## config.mk

```make
export PLATFORM = sky130hd
export DESIGN_NAME = issue_stage_flat
export DESIGN_NICKNAME = d
export VERILOG_FILES = /design/src/rtl/issue_stage_pkg.sv /design/src/rtl/issue_stage_if.sv /design/src/rtl/issue_scoreboard.sv /design/src/rtl/issue_stage.sv /design/src/flat_wrapper.sv
export SDC_FILE = /design/constraint.sdc
export NUM_CORES = 1
export LEC_CHECK = 0
export CAP_MARGIN = 20
export CORE_AREA = 2 2 162 164
export CTS_CLUSTER_DIAMETER = 80
export DETAILED_ROUTE_END_ITERATION = 10
export DIE_AREA = 0 0 164 166
export GPL_ROUTABILITY_DRIVEN = 0
export PLACE_DENSITY_LB_ADDON = 0.12
export SLEW_MARGIN = 5
export SYNTH_ARGS = -nofsm -noshare
export SYNTH_HDL_FRONTEND = slang
export SYNTH_SLANG_ARGS = --single-unit
```

## constraint.sdc

```tcl
create_clock -name clk -period 14.5 [get_ports clk]
set_input_delay 4.35 -clock clk [delete_from_list [all_inputs] [get_ports clk]]
set_output_delay 4.35 -clock clk [all_outputs]
set_load 0.02 [all_outputs]
```

## src/rtl/issue_stage_pkg.sv

```systemverilog
// Shared types for the in-order issue stage: decoded instruction record,
// register index type and datapath width.
package issue_stage_pkg;

    localparam int XLEN    = 32;
    localparam int REG_CNT = 32;

    typedef logic [4:0] reg_idx_t;

    typedef enum logic [3:0] {
        OP_MISC = 4'd0,
        OP_LUI  = 4'd1,
        OP_ADD  = 4'd2,
        OP_ADDI = 4'd3,
        OP_SUB  = 4'd4,
        OP_AND  = 4'd5,
        OP_OR   = 4'd6,
        OP_XOR  = 4'd7
    } op_e;

    // rs1_val/rs2_val are don't-care on the decoder side; issue fills them in.
    typedef struct packed {
        op_e             op;
        reg_idx_t        rd;
        reg_idx_t        rs1;
        reg_idx_t        rs2;
        logic [XLEN-1:0] imm;
        logic [XLEN-1:0] pc;
        logic [XLEN-1:0] rs1_val;
        logic [XLEN-1:0] rs2_val;
    } decoded_instr;

endpackage

```

## src/rtl/issue_stage_if.sv

```systemverilog
// Decoupled valid/ready channel carrying a decoded instruction record.
// master drives valid/data, slave drives ready.
interface issue_stage_if;
    import issue_stage_pkg::*;

    logic         valid;
    logic         ready;
    decoded_instr data;

    modport master (output valid, output data, input ready);
    modport slave  (input valid, input data, output ready);

endinterface

```

## src/rtl/issue_scoreboard.sv

```systemverilog
// Pending-destination scoreboard: one busy bit per architectural register,
// set on issue, cleared on writeback, wiped on flush. x0 is never marked busy.
module issue_scoreboard
    import issue_stage_pkg::*;
#(
    parameter int REG_CNT = 32
) (
    input  logic     clk,
    input  logic     rst,
    input  logic     flush,
    input  logic     set_en,
    input  reg_idx_t set_idx,
    input  logic     clr_en,
    input  reg_idx_t clr_idx,
    input  reg_idx_t q_rs1,
    input  reg_idx_t q_rs2,
    input  reg_idx_t q_rd,
    output logic     busy_rs1,
    output logic     busy_rs2,
    output logic     busy_rd
);

    logic [REG_CNT-1:0] busy;

    // Clear is applied before set so a same-index set/clear leaves the bit set.
    always_ff @(posedge clk or posedge rst) begin
        if (rst) begin
            busy <= '0;
        end else if (flush) begin
            busy <= '0;
        end else begin
            if (clr_en) begin
                busy[clr_idx] <= 1'b0;
            end
            if (set_en && (set_idx != '0)) begin
                busy[set_idx] <= 1'b1;
            end
        end
    end

    assign busy_rs1 = busy[q_rs1];
    assign busy_rs2 = busy[q_rs2];
    assign busy_rd  = busy[q_rd];

endmodule

```

## src/rtl/issue_stage.sv

```systemverilog
// In-order issue stage: small instruction FIFO, scoreboard hazard check and
// register-file operand fetch. Define ISSUE_BYPASS_EN to forward writeback data.
module issue_stage #(
    parameter int DEPTH   = 2,
    parameter int XLEN    = 32,
    parameter int REG_CNT = 32
) (
    input  logic                      clk,
    input  logic                      rst,
    issue_stage_if.slave              decoded,
    issue_stage_if.master             issued,
    output issue_stage_pkg::reg_idx_t rf_raddr1,
    input  logic [XLEN-1:0]           rf_rdata1,
    output issue_stage_pkg::reg_idx_t rf_raddr2,
    input  logic [XLEN-1:0]           rf_rdata2,
    input  logic                      wb_valid,
    input  issue_stage_pkg::reg_idx_t wb_idx,
    input  logic [XLEN-1:0]           wb_val,
    input  logic                      flush
);
    import issue_stage_pkg::*;

    localparam int              PTR_W = $clog2(DEPTH);
    localparam logic [PTR_W:0]  FULL  = (PTR_W + 1)'(DEPTH);

    decoded_instr     entries [DEPTH];
    decoded_instr     head_e;
    logic [PTR_W-1:0] head;
    logic [PTR_W-1:0] tail;
    logic [PTR_W:0]   count;

    logic busy_rs1;
    logic busy_rs2;
    logic busy_rd;
    logic byp1;
    logic byp2;
    logic hazard;
    logic enq;
    logic fire;

    assign head_e        = entries[head];
    assign rf_raddr1     = head_e.rs1;
    assign rf_raddr2     = head_e.rs2;

    assign decoded.ready = (count != FULL);
    assign enq           = decoded.valid && decoded.ready && !flush;

`ifdef ISSUE_BYPASS_EN
    assign byp1 = wb_valid && (wb_idx == head_e.rs1) && (head_e.rs1 != '0);
    assign byp2 = wb_valid && (wb_idx == head_e.rs2) && (head_e.rs2 != '0);
`else
    logic unused_wb_val;
    assign byp1          = 1'b0;
    assign byp2          = 1'b0;
    assign unused_wb_val = ^wb_val;
`endif

    // WAW ignores the bypass: an older write to rd must retire first.
    assign hazard = (busy_rs1 && !byp1)
                 || (busy_rs2 && !byp2)
                 || (busy_rd && (head_e.rd != '0));

    assign issued.valid = (count != '0) && !hazard && !flush;
    assign fire         = issued.valid && issued.ready;

    always_comb begin
        issued.data         = head_e;
        issued.data.rs1_val = (head_e.rs1 == '0) ? '0 : (byp1 ? wb_val : rf_rdata1);
        issued.data.rs2_val = (head_e.rs2 == '0) ? '0 : (byp2 ? wb_val : rf_rdata2);
    end

    always_ff @(posedge clk) begin
        if (enq) begin
            entries[tail] <= decoded.data;
        end
    end

    always_ff @(posedge clk or posedge rst) begin
        if (rst) begin
            head  <= '0;
            tail  <= '0;
            count <= '0;
        end else if (flush) begin
            head  <= '0;
            tail  <= '0;
            count <= '0;
        end else begin
            if (enq) begin
                tail <= tail + 1'b1;
            end
            if (fire) begin
                head <= head + 1'b1;
            end
            case ({enq, fire})
                2'b10:   count <= count + 1'b1;
                2'b01:   count <= count - 1'b1;
                default: count <= count;
            endcase
        end
    end

    issue_scoreboard #(
        .REG_CNT (REG_CNT)
    ) u_scoreboard (
        .clk      (clk),
        .rst      (rst),
        .flush    (flush),
        .set_en   (fire),
        .set_idx  (head_e.rd),
        .clr_en   (wb_valid),
        .clr_idx  (wb_idx),
        .q_rs1    (head_e.rs1),
        .q_rs2    (head_e.rs2),
        .q_rd     (head_e.rd),
        .busy_rs1 (busy_rs1),
        .busy_rs2 (busy_rs2),
        .busy_rd  (busy_rd)
    );

endmodule

```

## src/flat_wrapper.sv

```systemverilog
// flat-port wrapper written by rule: the top's interface ports become plain ports
module issue_stage_flat import issue_stage_pkg::*;
#(
    parameter int DEPTH   = 2,
    parameter int XLEN    = 32,
    parameter int REG_CNT = 32
)
  (clk, rst, rf_raddr1, rf_rdata1, rf_raddr2, rf_rdata2, wb_valid, wb_idx, wb_val, flush, decoded_valid, decoded_data, decoded_ready, issued_valid, issued_data, issued_ready);
  issue_stage_if decoded_i ();
  issue_stage_if issued_i ();
  input  logic clk;
  input  logic rst;
  output issue_stage_pkg::reg_idx_t rf_raddr1;
  input  logic [XLEN-1:0] rf_rdata1;
  output issue_stage_pkg::reg_idx_t rf_raddr2;
  input  logic [XLEN-1:0] rf_rdata2;
  input  logic wb_valid;
  input  issue_stage_pkg::reg_idx_t wb_idx;
  input  logic [XLEN-1:0] wb_val;
  input  logic flush;
  input wire logic [$bits(decoded_i.valid)-1:0] decoded_valid;
  input wire logic [$bits(decoded_i.data)-1:0] decoded_data;
  output wire logic [$bits(decoded_i.ready)-1:0] decoded_ready;
  output wire logic [$bits(issued_i.valid)-1:0] issued_valid;
  output wire logic [$bits(issued_i.data)-1:0] issued_data;
  input wire logic [$bits(issued_i.ready)-1:0] issued_ready;
  assign decoded_i.valid = decoded_valid;
  assign decoded_i.data = decoded_data;
  assign decoded_ready = decoded_i.ready;
  assign issued_valid = issued_i.valid;
  assign issued_data = issued_i.data;
  assign issued_i.ready = issued_ready;
  issue_stage #(.DEPTH(DEPTH), .XLEN(XLEN), .REG_CNT(REG_CNT)) u_core (.clk(clk), .rst(rst), .decoded(decoded_i), .issued(issued_i), .rf_raddr1(rf_raddr1), .rf_rdata1(rf_rdata1), .rf_raddr2(rf_raddr2), .rf_rdata2(rf_rdata2), .wb_valid(wb_valid), .wb_idx(wb_idx), .wb_val(wb_val), .flush(flush));
endmodule
```

## Word level (Yosys, flattened, before mapping)

Memories as Yosys holds them, arrays and structs flattened.
Cells that the tools add are included.

- Bits in registers: 36
- RAM bits: 294
- Input bits: 254
- Output and inout port bits: 159
- Word-level logic and storage cells: 65
- Memories: 1

- $add $sub $neg: 4
- Magnitude comparators: 6
- Equal/unequal tests: 3
- Muxes and demuxes: 24
- Bitwise logic cells: 3
- Reductions and logical operators: 20

Memory list:

| name | depth | width | rd ports | clocked after memory_dff | wr ports | RTL line | RTL |
|---|---|---|---|---|---|---|---|
| u_core.entries | 2 | 147 | 1 | 0 | 1 | issue_stage.sv:26 | `decoded_instr entries [DEPTH];` |

Operators by type and width:

| cell | number |
|---|---|
| $mux 32 | 6 |
| $and 32x32->32 | 1 |
| $not 32->32 | 1 |
| $or 32x32->32 | 1 |
| $lt 5x6->1 const B | 4 |
| $bmux 1 s5 | 3 |
| $mux 1 | 11 |
| $demux 1 s5 | 2 |
| $ge 5x1->1 const B | 2 |
| $logic_not 5->1 | 2 |
| $logic_and 1x1->1 | 9 |
| $reduce_bool 2->1 | 3 |
| $reduce_bool 5->1 | 1 |
| $pmux 2 s2 | 1 |
| $reduce_bool 3->1 | 1 |
| $add 1x1->1 const B | 2 |
| $add 2x1->2 const B | 1 |
| $eq 2x1->1 const B | 1 |
| $eq 2x2->1 const B | 1 |
| $logic_not 1->1 | 2 |
| $logic_or 1x1->1 | 2 |
| $mux 2 | 1 |
| $ne 2x2->1 const B | 1 |
| $sub 2x1->2 const B | 1 |

## Longest topological paths before layout

Gate-level depths: netlist of the first run.
An unclocked memory read counts as a cell.

- Word-level depth: 12
- Depth in mapped cells: 14
- Depth with buffers taken out: 10

## Modules after synthesis

A second synthesis of the first run with hierarchy kept.

- Cells, all modules: 668
- Area, all modules: 9302.7 um2

Modules (own cells, without submodules):

| module | instances | cells an instance | area each (um2) | seq. area each (um2) |
|---|---|---|---|---|
| issue_stage | 1 | 383 | 6886.6 | 5084.9 |
| issue_scoreboard | 1 | 285 | 2416.1 | 800.8 |

## Worst setup path after synthesis of the first run

Ideal clock, no wire load.

- Path kind: input-to-reg
- Start: in decoded_valid
- End: mem u_core.entries[1][100] in the netlist's numbering, enable pin
- Arrival time: 10.513 ns
- Required time: 13.857 ns
- Setup slack: 3.344 ns
- Cell stages on the path: 2
- Buffers on the path: 0
- Path through: nand2_1 > nor3b_1

- Cells in the longest elaborated chain, start to end: 4

RTL lines:

| item | RTL line | RTL |
|---|---|---|
| from (decl) | flat_wrapper.sv:21 | `input wire logic [$bits(decoded_i.valid)-1:0] decoded_valid;` |
| $logic_and 1x1->1 (2 in a row) | issue_stage.sv:46 | `assign enq = decoded.valid && decoded.ready && !flush;` |
| $mux 1 | issue_stage.sv:73 | `if (enq) begin` |
| $mux 1 (implied by the code) | issue_stage.sv:74 | `entries[tail] <= decoded.data;` |
| to (decl) | issue_stage.sv:26 |  |

Every way passes these cells.

## Worst setup path in the final report of the first run

- Start: in flush
- End: out issued_valid

- Cells in the longest elaborated chain, start to end: 2

RTL lines:

| item | RTL line | RTL |
|---|---|---|
| from (decl) | flat_wrapper.sv:20 | `input logic flush;` |
| $logic_not 1->1 | issue_stage.sv:63 | `assign issued.valid = (count != '0) && !hazard && !flush;` |
| $logic_and 1x1->1 | issue_stage.sv:63 |  |
| to (decl) | flat_wrapper.sv:24 | `output wire logic [$bits(issued_i.valid)-1:0] issued_valid;` |

Every way passes these cells.

==> results of run 1 <==
==> cell type report <==
type	count	area share [%]
antenna	2	0.0358
inverter	24	0.644
timing repair buffer	327	23.2
multi-input combinational	498	26.2
clock inverter	12	0.537
tap	335	3.00
sequential	202	42.1
clock buffer	28	4.25
==> sequential cells by signal, indices dropped and copies added, names as in the netlist <==
name	count
u_core.u_scoreboard.busy	32
u_core.head	1
u_core.tail	1
u_core.count	2
u_core.entries	166
==> power by group through the flow <==
stage	Sequential (mW)	Clock [mW]	Combinational, mW
2_1_floorplan	0.686	0	0.173
3_3_place_gp	0.686	0	0.318
3_5_place_dp	0.687	0	0.319
4_1_cts	0.675	0.530	0.320
5_1_grt	0.678	0.553	0.340
6_report	0.675	0.517	0.317
==> tightest hold or removal path: stages, from the launching register on <==
cell and delay [ns]:
dfrtp_1 0.38, nand3_1 0.09, o31ai_1 0.06
==> path summary, 6_finish.rpt <==
check                                               endpoint  depth (start not counted)
worst min-delay path             u_core.u_scoreboard.busy[1]                          2
max in group asynchronous                        u_core.head                          3
worst min register to register   u_core.u_scoreboard.busy[1]                          2
min in group asynchronous       u_core.u_scoreboard.busy[13]                          3
worst max-delay path                            issued_valid                          5
worst max register to register               u_core.count[0]                         11
==> Yosys cell counts (5+ instances only) <==
cell type and n:
edfxtp_1 166, nor2b_1 82, mux2_2 75, dfrtp_1 36
nand2_1 35, nor2_1 35, o31ai_1 30, a21oi_1 24
clkbuf_1 24, nand3_1 22, o21ai_0 22, inv_1 21
o211ai_1 20, mux2i_1 14, o22ai_1 12, buf_4 11
a22oi_1 10, nand2b_1 9, nor3b_1 8, nor3_1 7
buf_2 6, buf_6 6, nor4_1 5
==> layer usage <==
metal  vias up  global-route usage (%)  wire length (um)
met5         -                       0                 0
met4         0                    6.10               763
met3        46                    6.17              2980
met2       346                    34.4             13800
met1      3675                    24.1             10800
li1       3560                       -                 -
==> kinds of logic (layout without fill, tap and decap cells) <==
family	count (synthesis)	after routing	synth area share, %
simple gates	232	232	13.1
other cells	0	2	0
buf+inv	72	391	3.68
flops	202	202	59.5
compound gates	168	168	12.2
mux	96	96	11.4
xor+xnor	2	2	0.177
==> per-stage QoR <==
| stage | total power [mW] | cell area (um^2) | util, % | std cells | hold WS [ns] |
|---|---|---|---|---|---|
| floorplan | 0.858 | 9900 | - | 772 | 0.515 |
| global placement | 1.00 | 13300 | 52.0 | 1386 | 0.560 |
| detailed placement | 1.01 | 13300 | 52.0 | 1386 | 0.563 |
| CTS | 1.53 | 14000 | 54.6 | 1426 | 0.576 |
| global route | 1.57 | 14000 | 54.6 | 1428 | 0.599 |
| finish | 1.51 | 14000 | 54.6 | 1428 | 0.571 |
==> summary.txt, run 1 <==
Outcome
  • Status: complete, no violations

Final layout
  • Seq. cell area: 5890 um^2
  • Leading cell types in the layout, fill and taps excluded: clkdlybuf4s50_1 (316), edfxtp_1 (166), nor2b_1 (82)
  • Fill cells: about 2,200
  • NumNets Final: around 1,300
  • Multi-input gate area: 3670 um^2
  • Commonest non-fill, non-tap cell in the layout: clkdlybuf4s50_1
  • Share of cells above drive strength 1: between 10 and 15%
  • Synthesis-to-finish area growth: 41.3%

Routing
  • Vias/cell: 5.34
  • Detail Route Antenna Nets: 0
  • Final WL: 28,300 um
  • Post-route DRC: 0
  • Initial drt markers: about 450
  • Via Count: 7,627
  • Per-cell routed wire length: 19.8 um
  • DRT Pass-1 Iters: 4

Clock network
  • Root Buffer: clkbuf_16
  • Sink Count: 202
  • TritonCTS clock tree: done
  • Post-CTS Hold Buffers: 0
  • Post-CTS Setup Repair Bufs: 0
  • Max Buffers Root-to-Sink: 3
  • CTS Buf Count: 23
  • Htree depth: 1
  • Reg clk slew, reported paths: 0.06 ns
  • Clk Latency, worst-skew pair: 0.52 ns
  • Post_cts resized: 0

Timing
  • Slew Viols, Final: 0
  • Final Skew: 0.0137 ns
  • Setup ws final: just under 4 ns
  • Worst-Margin Slew: 1.12 ns
  • Max Freq: 0.0941 GHz
  • RSZ-0062 raised after global routing: no
  • Final Hold Violating Endpoints: 0
  • Fin crit share: 73.3%
  • Min Tclk post-route: 10.62 ns
  • Max_slew headroom: between 20% and 30%
  • Setup Viol. Count Final: 0
  • Setup_tns: 0 ns

Yosys
  • Post-synth top area share: 50.4%
  • Ys flop type: edfxtp_1
  • Syn Area/Cell: 12.8 um^2
  • Async SR Flop Fraction: 17.8%
  • Netlist cell types: 66
  • Synth Cell Area: 9900 um^2
  • Leading area contributor after synthesis: edfxtp_1
  • Top post-synthesis cells by area: edfxtp_1 (50%), dfrtp_1 (9.1%), mux2_2 (8.5%), nor2b_1 (5.2%), o31ai_1 (2.3%)
  • Synth warnings: 0
  • Seq/Total Area, Yosys: 59.5%
  • Post-synth EDFFs: between 150 and 200
  • Yosys reg bits: 202
  • Mapped Nets: around 1,000
  • Post-Synthesis Cells: 772

Critical path
  • Crit start category: input pin
  • Reg-to-reg startpoint: u_core.head
  • Crit. End Element: output pin
  • Setup slack, reg-to-reg: 9.96 ns
  • Req. time, crit path: between 10 and 15 ns
  • Buf/Inv on CP: 2
  • Most frequent cell on the critical path: clkdlybuf4s50_1
  • Arrival time of the worst setup path: 6.27 ns
  • Crit Path Class: input pin to output pin
  • CP startpoint: flush
  • CP top delay family: buffers and inverters
  • Critical-path top delay cell: clkdlybuf4s50_1
  • Max stage delay on crit path: 0.63 ns
  • CP Max Fanout: 6
  • CP Cell Sequence: clkdlybuf4s50_1 -> nor3_1 -> o2111ai_2 -> nor2_1 -> clkdlybuf4s50_1

Power and ir drop
  • Clock share of power: between 30 and 40%
  • Internal power: about 1.1 mW
  • Switching Power: 400 uW
  • Sw Ratio: 26.5%
  • Power per cell area: 108 nW/um^2
  • Worst vdd ir: 0.0801 mV
  • Flop pwr share: 44.7%
  • Leakage: 4.85 nW
  • Logic pwr share: roughly a fifth

Global routing
  • Vias in the first global route: 7,337
  • Initial antenna violation count: 2
  • Largest net degree at the start of global routing: 72
  • Global-route wire length before repair: 42,300 um
  • Grt total ovfl: 0
  • GRT Total Usage: 20.1%

Placement
  • Placement Setup Slack: 3.89 ns
  • Port-buffer cells: 316
  • Hpwl dp: 20,200 um

Floorplan
  • Die H: roughly 170 um
  • Rows: 59
  • Core area: 25,600 um^2
  • Initial Util: approximately two fifths
  • Die area: about 27,000 um^2
  • Num ports: 413
  • Die span in x: roughly 160 um

Run
  • Max cap viols: 0

Hold path
  • Hold wc startpoint: u_core.u_scoreboard.busy[1]
  • Hold Crit Class: flop to flop
Power figures use the tool's default switching activity.
==> run 2, diff against run 1 <==
CORE_AREA = 2 2 160 162   (was 2 2 162 164)
DIE_AREA = 0 0 162 164   (was 0 0 164 166)
clock period = 10.55 ns   (was 14.5 ns; I/O delays follow)
==> run 2 against run 1 <==
Routed wire length decreased by 0.58%. Register-to-register slack got worse by 3.4 ns. Die area decreased by 2.4%. Worst setup slack got worse by 1.6 ns. Cell count decreased by 0.35%. Utilization increased by 1.9 points. Critical path type unchanged. Largest power group unchanged. Highest routed layer is now met5.
==> summary.txt, run 2 (synthesis gave the netlist of run 1 again) <==
Placement
  • Inst Count DP: 1,381 (was 1,386)
  • Cell Area, Placed: 13,300 um^2 (about the same)
  • Hpwl dp: 20,000 um (was 20,200 um)
  • Port-buffer cells: 316 (unchanged)
  • Placement Setup Slack: 2.22 ns (was 3.89 ns)

Global routing
  • Grt total ovfl: 0 (unchanged)
  • Vias in the first global route: 7,277 (was 7,337)
  • GRT Total Usage: 20.1% (about the same)
  • Largest net degree at the start of global routing: 55 (was 72)
  • Global-route wire length before repair: 41,400 um (was 42,300 um)
  • Initial antenna violation count: 1 (was 2)

Floorplan
  • Die span in x: 162 um (was 164 um)
  • Core area: 24,800 um^2 (was 25,600 um^2)
  • Rows: 58 (was 59)
  • Die area: 26,600 um^2 (was 27,200 um^2)
  • Initial Util: 39.9% (was 38.6%)
  • Die H: 164 um (was 166 um)
  • Num ports: 413 (unchanged)

Final layout
  • Max reg flops: 166 (unchanged)
  • Share of cells above drive strength 1: 12.9% (was 12.7%)
  • NumNets Final: 1,330 (unchanged)
  • Fill cells: 2,110 (was 2,218)
  • Seq. cell area: 5890 um^2 (unchanged)
  • Regs by FF count: u_core.entries: 166 flops, u_core.u_scoreboard.busy: 32 flops, u_core.count: 2 flops (unchanged)
  • Diode count: 0 (was 2)
  • Largest Register: u_core.entries (unchanged)
  • Commonest non-fill, non-tap cell in the layout: clkdlybuf4s50_1 (unchanged)
  • Synthesis-to-finish area growth: 41.7% (was 41.3%)
  • Fin cells: 1,423 (was 1,428)
  • Multi-input gate area: 3670 um^2 (unchanged)
  • Post-route cell area: 14,000 um^2 (about the same)
  • Leading cell types in the layout, fill and taps excluded: clkdlybuf4s50_1 (316), edfxtp_1 (166), nor2b_1 (82) (unchanged)

Timing
  • Setup ws final: 2.23 ns (was 3.88 ns)
  • Final Skew: 0.0221 ns (was 0.0137 ns)
  • Max_slew headroom: 30.0% (was 23.2%)
  • RSZ-0062 raised after global routing: no (unchanged)
  • Setup Viol. Count Final: 0 (unchanged)
  • Fin crit share: 78.9%
  • Final Hold Violating Endpoints: 0 (unchanged)
  • Max Freq: 0.120 GHz
  • Min Tclk post-route: 8.32 ns
  • Setup_tns: 0 ns (unchanged)
  • Worst-Margin Slew: 1.05 ns (was 1.12 ns)
  • Slew Viols, Final: 0 (unchanged)

Clock network
  • TritonCTS clock tree: done (unchanged)
  • Post-CTS Hold Buffers: 0 (unchanged)
  • Root Buffer: clkbuf_16 (unchanged)
  • Post_cts resized: 0 (unchanged)
  • Post-CTS Setup Repair Bufs: 0 (unchanged)
  • Reg clk slew, reported paths: 0.06 ns (about the same)
  • Sink Count: 202 (unchanged)
  • CTS Buf Count: 23 (unchanged)
  • Htree depth: 1 (unchanged)
  • Max Buffers Root-to-Sink: 3 (unchanged)
  • Clk Latency, worst-skew pair: 0.52 ns (about the same)

Critical path
  • Crit start category: input pin (unchanged)
  • CP Max Fanout: 6 (unchanged)
  • Reg-to-reg startpoint: u_core.head (unchanged)
  • Crit Path Class: input pin to output pin (unchanged)
  • Crit. End Element: output pin (unchanged)
  • CP endpoint: issued_valid (unchanged)
  • Arrival time of the worst setup path: 5.16 ns (was 6.27 ns)
  • CP startpoint: flush (unchanged)
  • Worst R2R End: u_core.u_scoreboard.busy[9] (was u_core.count[0])
  • Worst reg-to-reg path cell count: 10 (was 11)
  • Req. time, crit path: 7.39 ns (was 10.15 ns)
  • Setup slack, reg-to-reg: 6.57 ns (was 9.96 ns)

Routing
  • Per-cell routed wire length: 19.8 um (about the same)
  • Via Count: 7,565 (was 7,627)
  • Vias/cell: 5.32 (was 5.34)
  • Post-route DRC: 0 (unchanged)
  • DRT Pass-1 Iters: 5 (was 4)
  • Final WL: 28,200 um (was 28,300 um)
  • Detail Route Antenna Nets: 0 (unchanged)
  • Initial drt markers: 515 (was 454)

Power and ir drop
  • Leakage: 4.88 nW (was 4.85 nW)
  • Power per cell area: 150 nW/um^2 (was 108 nW/um^2)
  • Worst vdd ir: 0.127 mV (was 0.0801 mV)

Outcome
  • Status: complete, no violations (unchanged)

Hold path
  • Hold Crit Class: flop to flop (unchanged)

Run
  • Max cap viols: 0 (unchanged)
## run 2: metal layers
layer / global-route usage, % / vias to the layer above / wire length, um
met1: 24.6 / 3609 / 10900
met5: 0 / - / 14
li1: - / 3556 / -
met3: 6.72 / 32 / 2940
met4: 5.03 / 2 / 538
met2: 34.3 / 366 / 13800
## run 2: worst max-delay path, cell delays in order
cell and delay, ns:
clkdlybuf4s50_1 0.58, nor3_1 0.35, o2111ai_2 0.25, nor2_1 0.18
clkdlybuf4s50_1 0.63
## run 2: stage by stage
stage	power [mW]	hold WS, ns	utilization [%]
finish	2.11	0.570	56.5
detailed placement	1.38	0.562	53.6
CTS	2.14	0.571	56.5
global route	2.19	0.590	56.5
floorplan	1.18	0.515	-
global placement	1.38	0.558	53.6
## run 2: how the worst min path moves through the flow
| stage | depth (start not counted) | start | slack, ns | end |
|---|---|---|---|---|
| finish | 1 | u_core.u_scoreboard.busy[0] | 0.57 | u_core.u_scoreboard.busy[0] |
| global route | 1 | u_core.u_scoreboard.busy[0] | 0.59 | u_core.u_scoreboard.busy[0] |
| CTS | 1 | u_core.u_scoreboard.busy[0] | 0.57 | u_core.u_scoreboard.busy[0] |
| detailed placement | 1 | u_core.u_scoreboard.busy[0] | 0.56 | u_core.u_scoreboard.busy[0] |
| global placement | 1 | u_core.u_scoreboard.busy[0] | 0.56 | u_core.u_scoreboard.busy[0] |
| floorplan | 2 | u_core.u_scoreboard.busy[9] | 0.52 | u_core.u_scoreboard.busy[9] |
## run 2: where the power goes
group | switching [mW] | internal, mW | total (mW)
registers | 0.0232 | 0.908 | 0.931
logic | 0.217 | 0.214 | 0.431
clock network | 0.309 | 0.437 | 0.746
total | 0.549 | 1.56 | 2.11
## run 2: cell type report
class,instances,area share (%)
sequential,202,42.0
timing repair buffer,327,23.1
clock inverter,11,0.446
clock buffer,31,4.68
multi-input combinational,498,26.2
inverter,24,0.642
tap,330,2.94
==> run 3, diff against run 2 <==
CORE_AREA = default   (was 2 2 160 162)
CORE_UTILIZATION = 39   (was default)
DIE_AREA = default   (was 0 0 162 164)
clock period = 7.2 ns   (was 10.55 ns; I/O delays follow)
==> run 3 against run 2 <==
Via count rose by 1.1%. Sequential share of layout area shrank 0.093 points. Utilization up 0.62 points. Clock skew decreased by 0.0091 ns.
==> summary.txt, run 3 (synthesis gave the netlist of run 1 again) <==
Timing
  • Fin crit share: 86.7%
  • Worst-Margin Slew: 0.979 ns (was 1.05 ns)
  • Slew Viols, Final: 0 (unchanged)
  • Final Hold Violating Endpoints: 0 (unchanged)
  • Setup Viol. Count Final: 0 (unchanged)
  • Min Tclk post-route: 6.24 ns
  • Max Freq: 0.160 GHz
  • RSZ-0062 raised after global routing: no (unchanged)
  • Max_slew headroom: 34.7% (was 30.0%)
  • Final Skew: 0.0130 ns (was 0.0221 ns)
  • Final hold slack: 0.591 ns (was 0.570 ns)
  • Setup_tns: 0 ns (unchanged)

Routing
  • Via Count: 7,647 (was 7,565)
  • Vias/cell: 5.38 (was 5.32)
  • Per-cell routed wire length: 19.5 um (was 19.8 um)
  • Post-route DRC: 0 (unchanged)
  • Final WL: 27,800 um (was 28,200 um)
  • Initial drt markers: 616 (was 515)
  • Detail Route Antenna Nets: 0 (unchanged)
  • DRT Pass-1 Iters: 5 (unchanged)

Placement
  • Hpwl dp: 19,800 um (was 20,000 um)
  • Port-buffer cells: 316 (unchanged)

Global routing
  • GRT Total Usage: 20.5% (was 20.1%)
  • Global-route wire length before repair: 41,000 um (was 41,400 um)
  • Largest net degree at the start of global routing: 52 (was 55)
  • Initial antenna violation count: 1 (unchanged)
  • Vias in the first global route: 7,096 (was 7,277)
  • Grt total ovfl: 0 (unchanged)

Final layout
  • Leading cell types in the layout, fill and taps excluded: clkdlybuf4s50_1 (316), edfxtp_1 (166), nor2b_1 (82) (unchanged)
  • Max reg flops: 166 (unchanged)
  • Final core occ: 57.1% (was 56.5%)
  • Regs by FF count: u_core.entries: 166 flops, u_core.u_scoreboard.busy: 32 flops, u_core.count: 2 flops (unchanged)
  • Synthesis-to-finish area growth: 42.0% (was 41.7%)
  • NumNets Final: 1,333 (was 1,330)
  • Largest Register: u_core.entries (unchanged)
  • Commonest non-fill, non-tap cell in the layout: clkdlybuf4s50_1 (unchanged)
  • Share of cells above drive strength 1: 13.3% (was 12.9%)
  • Multi-input gate area: 3680 um^2 (was 3670 um^2)
  • Seq. cell area: 5890 um^2 (unchanged)
  • Fill cells: 2,073 (was 2,110)

Floorplan
  • Die H: 161 um (was 164 um)
  • Rows: 57 (was 58)
  • Initial Util: 40.2% (was 39.9%)
  • Num ports: 413 (unchanged)
  • Core area: 24,600 um^2 (was 24,800 um^2)
  • Die area: 26,000 um^2 (was 26,600 um^2)
  • Die span in x: 161 um (was 162 um)

Clock network
  • Post_cts resized: 0 (unchanged)
  • Post-CTS Setup Repair Bufs: 0 (unchanged)
  • CTS Buf Count: 23 (unchanged)
  • Reg clk slew, reported paths: 0.06 ns (about the same)
  • Max Buffers Root-to-Sink: 3 (unchanged)
  • Sink Count: 202 (unchanged)
  • Root Buffer: clkbuf_16 (unchanged)
  • Post-CTS Hold Buffers: 0 (unchanged)
  • Clk Latency, worst-skew pair: 0.50 ns (was 0.52 ns)
  • Htree depth: 1 (unchanged)
  • TritonCTS clock tree: done (unchanged)

Critical path
  • Critical-path top delay cell: clkdlybuf4s50_1 (unchanged)
  • Most frequent cell on the critical path: clkdlybuf4s50_1 (unchanged)
  • Arrival time of the worst setup path: 4.08 ns (was 5.16 ns)
  • CP Max Fanout: 6 (unchanged)
  • Req. time, crit path: 5.04 ns (was 7.39 ns)
  • Max stage delay on crit path: 0.62 ns (was 0.63 ns)
  • Crit start category: input pin (unchanged)
  • CP Cell Sequence: clkdlybuf4s50_1 -> nor3_1 -> o2111ai_2 -> nor2_1 -> clkdlybuf4s50_1 (unchanged)
  • Crit. End Element: output pin (unchanged)
  • Crit Path Class: input pin to output pin (unchanged)

Outcome
  • Status: complete, no violations (unchanged)

Power and ir drop
  • Power per cell area: 221 nW/um^2 (was 150 nW/um^2)
  • Worst vdd ir: 0.219 mV (was 0.127 mV)
  • Leakage: 4.89 nW (was 4.88 nW)

Hold path
  • Hold Crit Class: flop to flop (unchanged)

Run
  • Max cap viols: 0 (unchanged)
==> run 3: changes by cell type in the layout (fill, tap and decap cells not counted), moves of 2 or more <==
cell	previous run	this run
clkinv_1	7	4
clkinv_4	0	2
clkinv_2	4	2
buf_4	11	14
clkinvlp_4	0	2
==> run 3: layout make-up <==
cell class	count	share of cell area (%)
Sequential cell	202	41.9
Multi-Input combinational cell	498	26.2
Timing Repair Buffer	330	23.2
Clock buffer	30	4.42
Tap cell	324	2.88
Clock inverter	12	0.703
Inverter	24	0.641
Antenna cell	1	0.0178
==> run 3: through the flow <==
step | power, mW | std cells | instance area [um^2] | setup WS (ns)
6_report | 3.10 | 1421 | 14100 | 0.958
5_1_grt | 3.22 | 1420 | 14100 | 0.825
4_1_cts | 3.13 | 1420 | 14100 | 0.937
3_5_place_dp | 2.02 | 1378 | 13300 | 0.947
3_3_place_gp | 2.02 | 1378 | 13300 | 0.978
2_1_floorplan | 1.72 | 772 | 9910 | 1.16
==> run 3: power by group <==
group / leakage, nW / switching, mW / internal [mW] / total, mW
Combinational: 2.52 / 0.321 / 0.316 / 0.637
Clock: 0.348 / 0.452 / 0.648 / 1.10
Sequential: 2.02 / 0.0325 / 1.33 / 1.36
==> run 3: path summary, 6_finish.rpt <==
path	startpoint	to	slack (ns)	cells past startpoint
setup / recovery	flush	issued_valid	0.96	5
hold reg to reg	u_core.u_scoreboard.busy[0]	u_core.u_scoreboard.busy[0]	0.59	1
min in group asynchronous	rst	u_core.u_scoreboard.busy[28]	2.07	3
setup reg to reg	u_core.head	u_core.u_scoreboard.busy[18]	3.48	10
max in group asynchronous	rst	u_core.head	4.77	3
hold / removal	u_core.u_scoreboard.busy[0]	u_core.u_scoreboard.busy[0]	0.59	1
==> run 3: worst max-delay path: cells and delay by family <==
kind                   cells  cell delay, ns
AOI/OAI and AO/OA          1            0.21
buffers and inverters      2            1.22
and+or+nand+nor            2            0.48
==> run 3: routing by layer <==
| layer | up-vias | GRT usage (%) | part of all wire, % |
|---|---|---|---|
| met2 | 418 | 33.5 | 48 |
| met1 | 3623 | 25.7 | 39 |
| met3 | 54 | 6.42 | 11 |
| met4 | 0 | 6.69 | 2.5 |
| li1 | 3552 | - | - |
| met5 | - | 0 | 0 |
